File: src/rtl/axi4_lite_if.sv
// rtl/axi4_lite_if.sv - AXI4-Lite bus bundle with master and slave views
interface axi4_lite_if #(
  parameter int ADDR_WIDTH = 32,
  parameter int DATA_WIDTH = 32
);
  logic [ADDR_WIDTH-1:0]   awaddr;
  logic                    awvalid;
  logic                    awready;
  logic [DATA_WIDTH-1:0]   wdata;
  logic [DATA_WIDTH/8-1:0] wstrb;
  logic                    wvalid;
  logic                    wready;
  logic [1:0]              bresp;
  logic                    bvalid;
  logic                    bready;
  logic [ADDR_WIDTH-1:0]   araddr;
  logic                    arvalid;
  logic                    arready;
  logic [DATA_WIDTH-1:0]   rdata;
  logic [1:0]              rresp;
  logic                    rvalid;
  logic                    rready;

  modport master (
    output awaddr, awvalid, input awready,
    output wdata, wstrb, wvalid, input wready,
    input bresp, bvalid, output bready,
    output araddr, arvalid, input arready,
    input rdata, rresp, rvalid, output rready
  );

  modport slave (
    input awaddr, awvalid, output awready,
    input wdata, wstrb, wvalid, output wready,
    output bresp, bvalid, input bready,
    input araddr, arvalid, output arready,
    output rdata, rresp, rvalid, input rready
  );
endinterface

File: src/rtl/axi4_lite_slave_adapter.sv
// rtl/axi4_lite_slave_adapter.sv - AXI4-Lite slave to simple strobe/valid register backend
module axi4_lite_slave_adapter #(
  parameter int DATA_WIDTH = 32,
  parameter int ADDR_WIDTH = 32,
  parameter int RD_TIMEOUT = 16
) (
  input  logic                    clk_i,
  input  logic                    rst_i,
  axi4_lite_if.slave              axi4_lite_i,
  output logic [ADDR_WIDTH-1:0]   wr_addr_o,
  output logic [DATA_WIDTH-1:0]   wr_data_o,
  output logic [DATA_WIDTH/8-1:0] wr_be_o,
  output logic                    wr_stb_o,
  output logic [ADDR_WIDTH-1:0]   rd_addr_o,
  output logic                    rd_stb_o,
  input  logic [DATA_WIDTH-1:0]   rd_data_i,
  input  logic                    rd_valid_i,
  output logic                    busy_o
);
  localparam int STRB_W = DATA_WIDTH / 8;
  localparam int CNT_W  = $clog2(RD_TIMEOUT) + 1;
  localparam logic [CNT_W-1:0] CNT_LAST = CNT_W'(RD_TIMEOUT - 1);
  localparam logic [CNT_W-1:0] CNT_MAX  = {CNT_W{1'b1}};
  localparam logic [1:0] RESP_OKAY   = 2'b00;
  localparam logic [1:0] RESP_SLVERR = 2'b10;

  generate
    if (DATA_WIDTH != 32 && DATA_WIDTH != 64) begin : g_bad_data_width
      $error("axi4_lite_slave_adapter: DATA_WIDTH must be 32 or 64");
    end
    if (RD_TIMEOUT < 2) begin : g_bad_rd_timeout
      $error("axi4_lite_slave_adapter: RD_TIMEOUT must be at least 2");
    end
  endgenerate

  typedef enum logic [2:0] {
    IDLE_S,
    WAIT_W_S,
    WAIT_AW_S,
    WR_S,
    BRESP_S,
    RD_S,
    RD_WAIT_S,
    RRESP_S
  } state_t;

  state_t                  state_q;
  logic [CNT_W-1:0]        cnt_q;
  logic [ADDR_WIDTH-1:0]   wr_addr_q;
  logic [DATA_WIDTH-1:0]   wr_data_q;
  logic [STRB_W-1:0]       wr_be_q;
  logic [ADDR_WIDTH-1:0]   rd_addr_q;
  logic [DATA_WIDTH-1:0]   rdata_q;
  logic [1:0]              rresp_q;

  logic aw_rdy;
  logic w_rdy;
  logic ar_rdy;
  logic aw_hs;
  logic w_hs;
  logic ar_hs;

  // Readies are the only outputs allowed to look at the incoming valids;
  // a read is held off whenever any write channel is presenting.
  always_comb begin
    aw_rdy = 1'b0;
    w_rdy  = 1'b0;
    ar_rdy = 1'b0;
    if (!rst_i) begin
      case (state_q)
        IDLE_S: begin
          aw_rdy = 1'b1;
          w_rdy  = 1'b1;
          ar_rdy = !axi4_lite_i.awvalid && !axi4_lite_i.wvalid;
        end
        WAIT_W_S:  w_rdy  = 1'b1;
        WAIT_AW_S: aw_rdy = 1'b1;
        default: begin
          aw_rdy = 1'b0;
          w_rdy  = 1'b0;
          ar_rdy = 1'b0;
        end
      endcase
    end
  end

  assign aw_hs = axi4_lite_i.awvalid && aw_rdy;
  assign w_hs  = axi4_lite_i.wvalid  && w_rdy;
  assign ar_hs = axi4_lite_i.arvalid && ar_rdy;

  always_ff @(posedge clk_i) begin
    if (rst_i) begin
      state_q   <= IDLE_S;
      cnt_q     <= '0;
      wr_addr_q <= '0;
      wr_data_q <= '0;
      wr_be_q   <= '0;
      rd_addr_q <= '0;
      rdata_q   <= '0;
      rresp_q   <= RESP_OKAY;
    end else begin
      case (state_q)
        IDLE_S: begin
          if (aw_hs) begin
            wr_addr_q <= axi4_lite_i.awaddr;
          end
          if (w_hs) begin
            wr_data_q <= axi4_lite_i.wdata;
            wr_be_q   <= axi4_lite_i.wstrb;
          end
          if (aw_hs && w_hs) begin
            state_q <= WR_S;
          end else if (aw_hs) begin
            state_q <= WAIT_W_S;
          end else if (w_hs) begin
            state_q <= WAIT_AW_S;
          end else if (ar_hs) begin
            rd_addr_q <= axi4_lite_i.araddr;
            state_q   <= RD_S;
          end
        end
        WAIT_W_S: begin
          if (w_hs) begin
            wr_data_q <= axi4_lite_i.wdata;
            wr_be_q   <= axi4_lite_i.wstrb;
            state_q   <= WR_S;
          end
        end
        WAIT_AW_S: begin
          if (aw_hs) begin
            wr_addr_q <= axi4_lite_i.awaddr;
            state_q   <= WR_S;
          end
        end
        WR_S: begin
          state_q <= BRESP_S;
        end
        BRESP_S: begin
          if (axi4_lite_i.bready) begin
            state_q <= IDLE_S;
          end
        end
        RD_S: begin
          cnt_q   <= '0;
          state_q <= RD_WAIT_S;
        end
        RD_WAIT_S: begin
          // Backend data beats the timeout when both land on the last cycle.
          if (rd_valid_i) begin
            rdata_q <= rd_data_i;
            rresp_q <= RESP_OKAY;
            state_q <= RRESP_S;
          end else begin
            if (cnt_q == CNT_LAST) begin
              rdata_q <= '0;
              rresp_q <= RESP_SLVERR;
              state_q <= RRESP_S;
            end
            if (cnt_q != CNT_MAX) begin
              cnt_q <= cnt_q + 1'b1;
            end
          end
        end
        RRESP_S: begin
          if (axi4_lite_i.rready) begin
            state_q <= IDLE_S;
          end
        end
        default: begin
          state_q <= IDLE_S;
        end
      endcase
    end
  end

  assign axi4_lite_i.awready = aw_rdy;
  assign axi4_lite_i.wready  = w_rdy;
  assign axi4_lite_i.arready = ar_rdy;
  assign axi4_lite_i.bvalid  = (state_q == BRESP_S);
  assign axi4_lite_i.bresp   = RESP_OKAY;
  assign axi4_lite_i.rvalid  = (state_q == RRESP_S);
  assign axi4_lite_i.rdata   = rdata_q;
  assign axi4_lite_i.rresp   = rresp_q;

  assign wr_addr_o = wr_addr_q;
  assign wr_data_o = wr_data_q;
  assign wr_be_o   = wr_be_q;
  assign wr_stb_o  = (state_q == WR_S);
  assign rd_addr_o = rd_addr_q;
  assign rd_stb_o  = (state_q == RD_S);
  assign busy_o    = (state_q != IDLE_S);
endmodule

File: src/flat_wrapper.sv
// flat-port wrapper written by rule: the top's interface ports become plain ports
module axi4_lite_slave_adapter_flat 
#(
  parameter int DATA_WIDTH = 32,
  parameter int ADDR_WIDTH = 32,
  parameter int RD_TIMEOUT = 16
)
  (clk_i, rst_i, wr_addr_o, wr_data_o, wr_be_o, wr_stb_o, rd_addr_o, rd_stb_o, rd_data_i, rd_valid_i, busy_o, axi4_lite_i_awaddr, axi4_lite_i_awvalid, axi4_lite_i_awready, axi4_lite_i_wdata, axi4_lite_i_wstrb, axi4_lite_i_wvalid, axi4_lite_i_wready, axi4_lite_i_bresp, axi4_lite_i_bvalid, axi4_lite_i_bready, axi4_lite_i_araddr, axi4_lite_i_arvalid, axi4_lite_i_arready, axi4_lite_i_rdata, axi4_lite_i_rresp, axi4_lite_i_rvalid, axi4_lite_i_rready);
  axi4_lite_if #(.ADDR_WIDTH(ADDR_WIDTH), .DATA_WIDTH(DATA_WIDTH)) axi4_lite_i_i ();
  input  logic clk_i;
  input  logic rst_i;
  output logic [ADDR_WIDTH-1:0] wr_addr_o;
  output logic [DATA_WIDTH-1:0] wr_data_o;
  output logic [DATA_WIDTH/8-1:0] wr_be_o;
  output logic wr_stb_o;
  output logic [ADDR_WIDTH-1:0] rd_addr_o;
  output logic rd_stb_o;
  input  logic [DATA_WIDTH-1:0] rd_data_i;
  input  logic rd_valid_i;
  output logic busy_o;
  input wire logic [$bits(axi4_lite_i_i.awaddr)-1:0] axi4_lite_i_awaddr;
  input wire logic [$bits(axi4_lite_i_i.awvalid)-1:0] axi4_lite_i_awvalid;
  output wire logic [$bits(axi4_lite_i_i.awready)-1:0] axi4_lite_i_awready;
  input wire logic [$bits(axi4_lite_i_i.wdata)-1:0] axi4_lite_i_wdata;
  input wire logic [$bits(axi4_lite_i_i.wstrb)-1:0] axi4_lite_i_wstrb;
  input wire logic [$bits(axi4_lite_i_i.wvalid)-1:0] axi4_lite_i_wvalid;
  output wire logic [$bits(axi4_lite_i_i.wready)-1:0] axi4_lite_i_wready;
  output wire logic [$bits(axi4_lite_i_i.bresp)-1:0] axi4_lite_i_bresp;
  output wire logic [$bits(axi4_lite_i_i.bvalid)-1:0] axi4_lite_i_bvalid;
  input wire logic [$bits(axi4_lite_i_i.bready)-1:0] axi4_lite_i_bready;
  input wire logic [$bits(axi4_lite_i_i.araddr)-1:0] axi4_lite_i_araddr;
  input wire logic [$bits(axi4_lite_i_i.arvalid)-1:0] axi4_lite_i_arvalid;
  output wire logic [$bits(axi4_lite_i_i.arready)-1:0] axi4_lite_i_arready;
  output wire logic [$bits(axi4_lite_i_i.rdata)-1:0] axi4_lite_i_rdata;
  output wire logic [$bits(axi4_lite_i_i.rresp)-1:0] axi4_lite_i_rresp;
  output wire logic [$bits(axi4_lite_i_i.rvalid)-1:0] axi4_lite_i_rvalid;
  input wire logic [$bits(axi4_lite_i_i.rready)-1:0] axi4_lite_i_rready;
  assign axi4_lite_i_i.awaddr = axi4_lite_i_awaddr;
  assign axi4_lite_i_i.awvalid = axi4_lite_i_awvalid;
  assign axi4_lite_i_awready = axi4_lite_i_i.awready;
  assign axi4_lite_i_i.wdata = axi4_lite_i_wdata;
  assign axi4_lite_i_i.wstrb = axi4_lite_i_wstrb;
  assign axi4_lite_i_i.wvalid = axi4_lite_i_wvalid;
  assign axi4_lite_i_wready = axi4_lite_i_i.wready;
  assign axi4_lite_i_bresp = axi4_lite_i_i.bresp;
  assign axi4_lite_i_bvalid = axi4_lite_i_i.bvalid;
  assign axi4_lite_i_i.bready = axi4_lite_i_bready;
  assign axi4_lite_i_i.araddr = axi4_lite_i_araddr;
  assign axi4_lite_i_i.arvalid = axi4_lite_i_arvalid;
  assign axi4_lite_i_arready = axi4_lite_i_i.arready;
  assign axi4_lite_i_rdata = axi4_lite_i_i.rdata;
  assign axi4_lite_i_rresp = axi4_lite_i_i.rresp;
  assign axi4_lite_i_rvalid = axi4_lite_i_i.rvalid;
  assign axi4_lite_i_i.rready = axi4_lite_i_rready;
  axi4_lite_slave_adapter #(.DATA_WIDTH(DATA_WIDTH), .ADDR_WIDTH(ADDR_WIDTH), .RD_TIMEOUT(RD_TIMEOUT)) u_core (.clk_i(clk_i), .rst_i(rst_i), .axi4_lite_i(axi4_lite_i_i), .wr_addr_o(wr_addr_o), .wr_data_o(wr_data_o), .wr_be_o(wr_be_o), .wr_stb_o(wr_stb_o), .rd_addr_o(rd_addr_o), .rd_stb_o(rd_stb_o), .rd_data_i(rd_data_i), .rd_valid_i(rd_valid_i), .busy_o(busy_o));
endmodule
File: config.mk
export PLATFORM = sky130hd
export DESIGN_NAME = axi4_lite_slave_adapter_flat
export DESIGN_NICKNAME = d
export VERILOG_FILES = /design/src/rtl/axi4_lite_if.sv /design/src/rtl/axi4_lite_slave_adapter.sv /design/src/flat_wrapper.sv
export SDC_FILE = /design/constraint.sdc
export NUM_CORES = 1
export LEC_CHECK = 0
export CAP_MARGIN = 20
export CORE_MARGIN = 8
export CORE_UTILIZATION = 45
export DETAILED_ROUTE_END_ITERATION = 7
export DONT_BUFFER_PORTS = 1
export GPL_TIMING_DRIVEN = 0
export PLACE_DENSITY = 0.66
export SYNTH_ARGS = -nofsm -noshare
export SYNTH_HDL_FRONTEND = slang
export SYNTH_SLANG_ARGS = --single-unit
File: constraint.sdc
create_clock -name clk_i -period 1.9 [get_ports clk_i]
set_input_delay 0.19 -clock clk_i [delete_from_list [all_inputs] [get_ports clk_i]]
set_output_delay 0.19 -clock clk_i [all_outputs]
set_load 0.05 [all_outputs]
==> summary.txt <==
status -> finished, final reports clean
routability cong. -> 0.782
CP Capture Type -> flop
routed wl met2 -> 9080 um
Hold Crit Class -> in2reg
DP Area -> 5430 um^2
Die X-Extent -> 124 um
cell area after synthesis -> 5230 um^2
Die Area -> 15300 um^2
global route overflow -> 0
Leakage -> 0.00276 uW
Pwr Density -> 1210 nW/um^2
max-cap check violation count -> 0
Residual DRC -> 0
flop2flop setup slack -> 80 ps
Synth Warn # -> 0
Hold Path End -> u_core.wr_addr_o[31]$_SDFFE_PP0P_
final wirelength -> 18400 um
routed wl met3 -> 2400 um
Arrival @ worst endpoint -> 2100 ps
maximum vdd drop -> 0.000839 V
Power Total -> 9060 uW
Root Driver -> clkbuf_16
synth unique cells -> 41
total track usage -> 0.229
Post-Synthesis Cells -> 632
r2r startpoint -> u_core.state_q[2]$_SDFFE_PP0P_
first drt pass iteration count -> 6
crit path time final -> 1820 ps
CTS tree -> done
layout cell share with drive strength beyond 1 -> 0.103
Max Freq -> 550 MHz
post-layout util -> 0.661
Slew Viols, Final -> 0
Critical Path Start -> u_core.state_q[2]$_SDFFE_PP0P_
final instance area -> 7510 um^2
H-tree depth -> 4
first-pass GRT wire length -> 27300 um
Initial Utilization -> 0.460
DP HPWL -> 12300 um
remaining antenna violation count -> 0
Die H -> 124 um
worst skew pair latency -> 410 ps
CTS sink cnt -> 141
I/O pin count -> 284
Nets -> 934
hold-critical path depth -> 3
clock buffer depth -> 2
Area growth syn-to-layout -> 43.6%
met1 WL -> 6310 um
Least-Margin Pin Slew -> 698 ps
period utilisation layout -> 0.957
core region area -> 11400 um^2
row cnt -> 39
CP Launch Type -> flop
Syn Area/Cell -> 8.28 um^2
Max Used Layer -> met5
Yosys reg bits -> 141
CTS buffer count -> 17
clk slew on worst S/H paths -> 60 ps
initial antenna violation count -> 1
Fin. Hold Viols -> 0
Setup-failing EPs final -> 0
via count -> 5131
maximum number of pins on one net before global-route repair -> 17
number of vias per cell -> 5.41
Port Buffer Count -> 0
WL/cell -> 19.4 um
clk_skew -> 7.70 ps
RR Endpoint -> u_core.wr_data_o[23]$_SDFFE_PP0P_
r2r worst-path depth -> 6
kind of critical path -> reg2reg
vias in the first global route -> 5280
initial drt markers -> 299
Max FO, Critical Path -> 10
post-synthesis sequential area ratio -> 0.539
Slew Limit Headroom -> 0.533
Hold Startpoint -> axi4_lite_i_awvalid
worst path required time -> 2180 ps
sequential cells by signal, summed over array words and instances (netlist names):
signal                    cells
u_core.axi4_lite_i.rresp      1
u_core.state_q                3
u_core.wr_be_o                4
u_core.cnt_q                  5
u_core.axi4_lite_i.rdata     32
u_core.wr_addr_o             32
u_core.wr_data_o             32
u_core.rd_addr_o             32
per-stage QoR:
step	std cells	worst slack, ps	TNS [ps]	hold slack [ps]
CTS	943	-14.8	-15.7	8.77
finish	948	81.3	0	9.98
detailed placement	777	-300	-16160	333
floorplan	634	35.1	0	326
global route	947	-14.7	-34.6	26.8
global placement	777	-267	-14320	328
power breakdown:
part / switching [uW] / internal [uW] / total (uW)
Clock: 1170 / 2030 / 3210
Combinational: 974 / 687 / 1660
Sequential: 985 / 3210 / 4200
Total: 3130 / 5930 / 9060
kinds of logic (layout without fill, tap and decap cells):
| family | count (synthesis) | in the layout | synth area share |
|---|---|---|---|
| AO/OA/AOI/OAI | 152 | 152 | 0.166 |
| XOR/XNOR | 3 | 3 | 0.00502 |
| adder cells (fa/ha/maj) | 3 | 3 | 0.00717 |
| buffers and inverters | 53 | 223 | 0.0571 |
| flip-flops | 141 | 141 | 0.539 |
| multiplexers | 1 | 1 | 0.00191 |
| other | 1 | 4 | 0.000717 |
| AND/OR/NAND/NOR | 278 | 278 | 0.223 |
critical path, stage by stage, from the launching register on:
cell     delay [ps]
dfxtp_2         360
buf_6           160
nor3_4          590
nand2_4         190
buf_4           230
nand2_1          70
a21oi_1          80
synth_stat cells:
cell type  number  area share
ha_1            3      0.0072
o21ai_0         3      0.0029
nand3_1         1     0.00096
o21a_1          1      0.0014
or3_1           2      0.0024
mux2i_1         1      0.0019
buf_1           1     0.00072
a21oi_1       107        0.10
and3_1          5      0.0060
a22oi_1        32       0.046
buf_2          17       0.016
nor2b_1         3      0.0036
o21ai_1         1     0.00096
xor2_1          2      0.0033
conb_1          1     0.00072
clkbuf_1       19       0.014
and3b_1         1      0.0017
nor4b_1         2      0.0033
nor4_1          1      0.0012
o211ai_1        2      0.0029
nor3b_1         1      0.0014
nor4b_4         1      0.0045
nand2_2         1      0.0012
buf_4           7       0.010
a211oi_1        2      0.0029
a32o_1          1      0.0019
nor4_2          1      0.0024
dfxtp_1       141        0.54
nor2_1         40       0.029
a221o_1         1      0.0019
xnor2_1         1      0.0017
and2_1          5      0.0060
buf_6           7       0.015
nand2b_1        2      0.0024
nor3_1          5      0.0048
nand2_1       204        0.15
inv_1           2      0.0014
nand3b_1        2      0.0029
o2111ai_1       1      0.0017
o31ai_1         1      0.0014
nor4b_2         1      0.0029
cell type report:
class,instances,area (um^2)
Fill cell,871,3850
Antenna cell,1,2.50
Sequential cell,141,2830
Inverter,2,7.51
Multi-Input combinational cell,440,2220
Tap cell,143,179
Clock inverter,6,83.8
Clock buffer,26,489
Buffer,51,332
Timing Repair Buffer,138,1370
metal layers:
metal	vias up	GRT usage
met5	-	0
met4	2	0.111
met3	50	0.117
met2	282	0.399
met1	2378	0.220
li1	2419	-
worst max path at each step:
stage | endpoint | slack, ps
after CTS | axi4_lite_i_bvalid | -10
after global routing | u_core.state_q[2]$_SDFFE_PP0P_ | -10
after detailed placement | u_core.wr_addr_o[1]$_SDFFE_PP0P_ | -300
after floorplan | u_core.wr_be_o[0]$_SDFFE_PP0P_ | 40
after global placement | u_core.wr_addr_o[5]$_SDFFE_PP0P_ | -270
final | u_core.wr_data_o[23]$_SDFFE_PP0P_ | 80
cell usage in the layout (no fill, tap or decap), drive strengths merged, types with 3 or more instances in the layout:
cell type,instances
nor2,40
nor3,5
buf,34
nor4b,4
o21ai,4
dlygate4sd3,134
dfxtp,141
and3,5
a22oi,32
conb,3
a21oi,107
clkbuf,47
ha,3
clkinv,4
and2,5
nand2,205
nor2b,3
what timing repair did:
item | CTS | global route
hold buffers | 134 | 0
setup endpoints to repair | 109 | 108
resized for setup | 13 | 37
pin swaps | 2 | 9
setup buffers | 0 | 4
hold endpoints to repair | 133 | 0
Power figures use the tool's default switching activity.
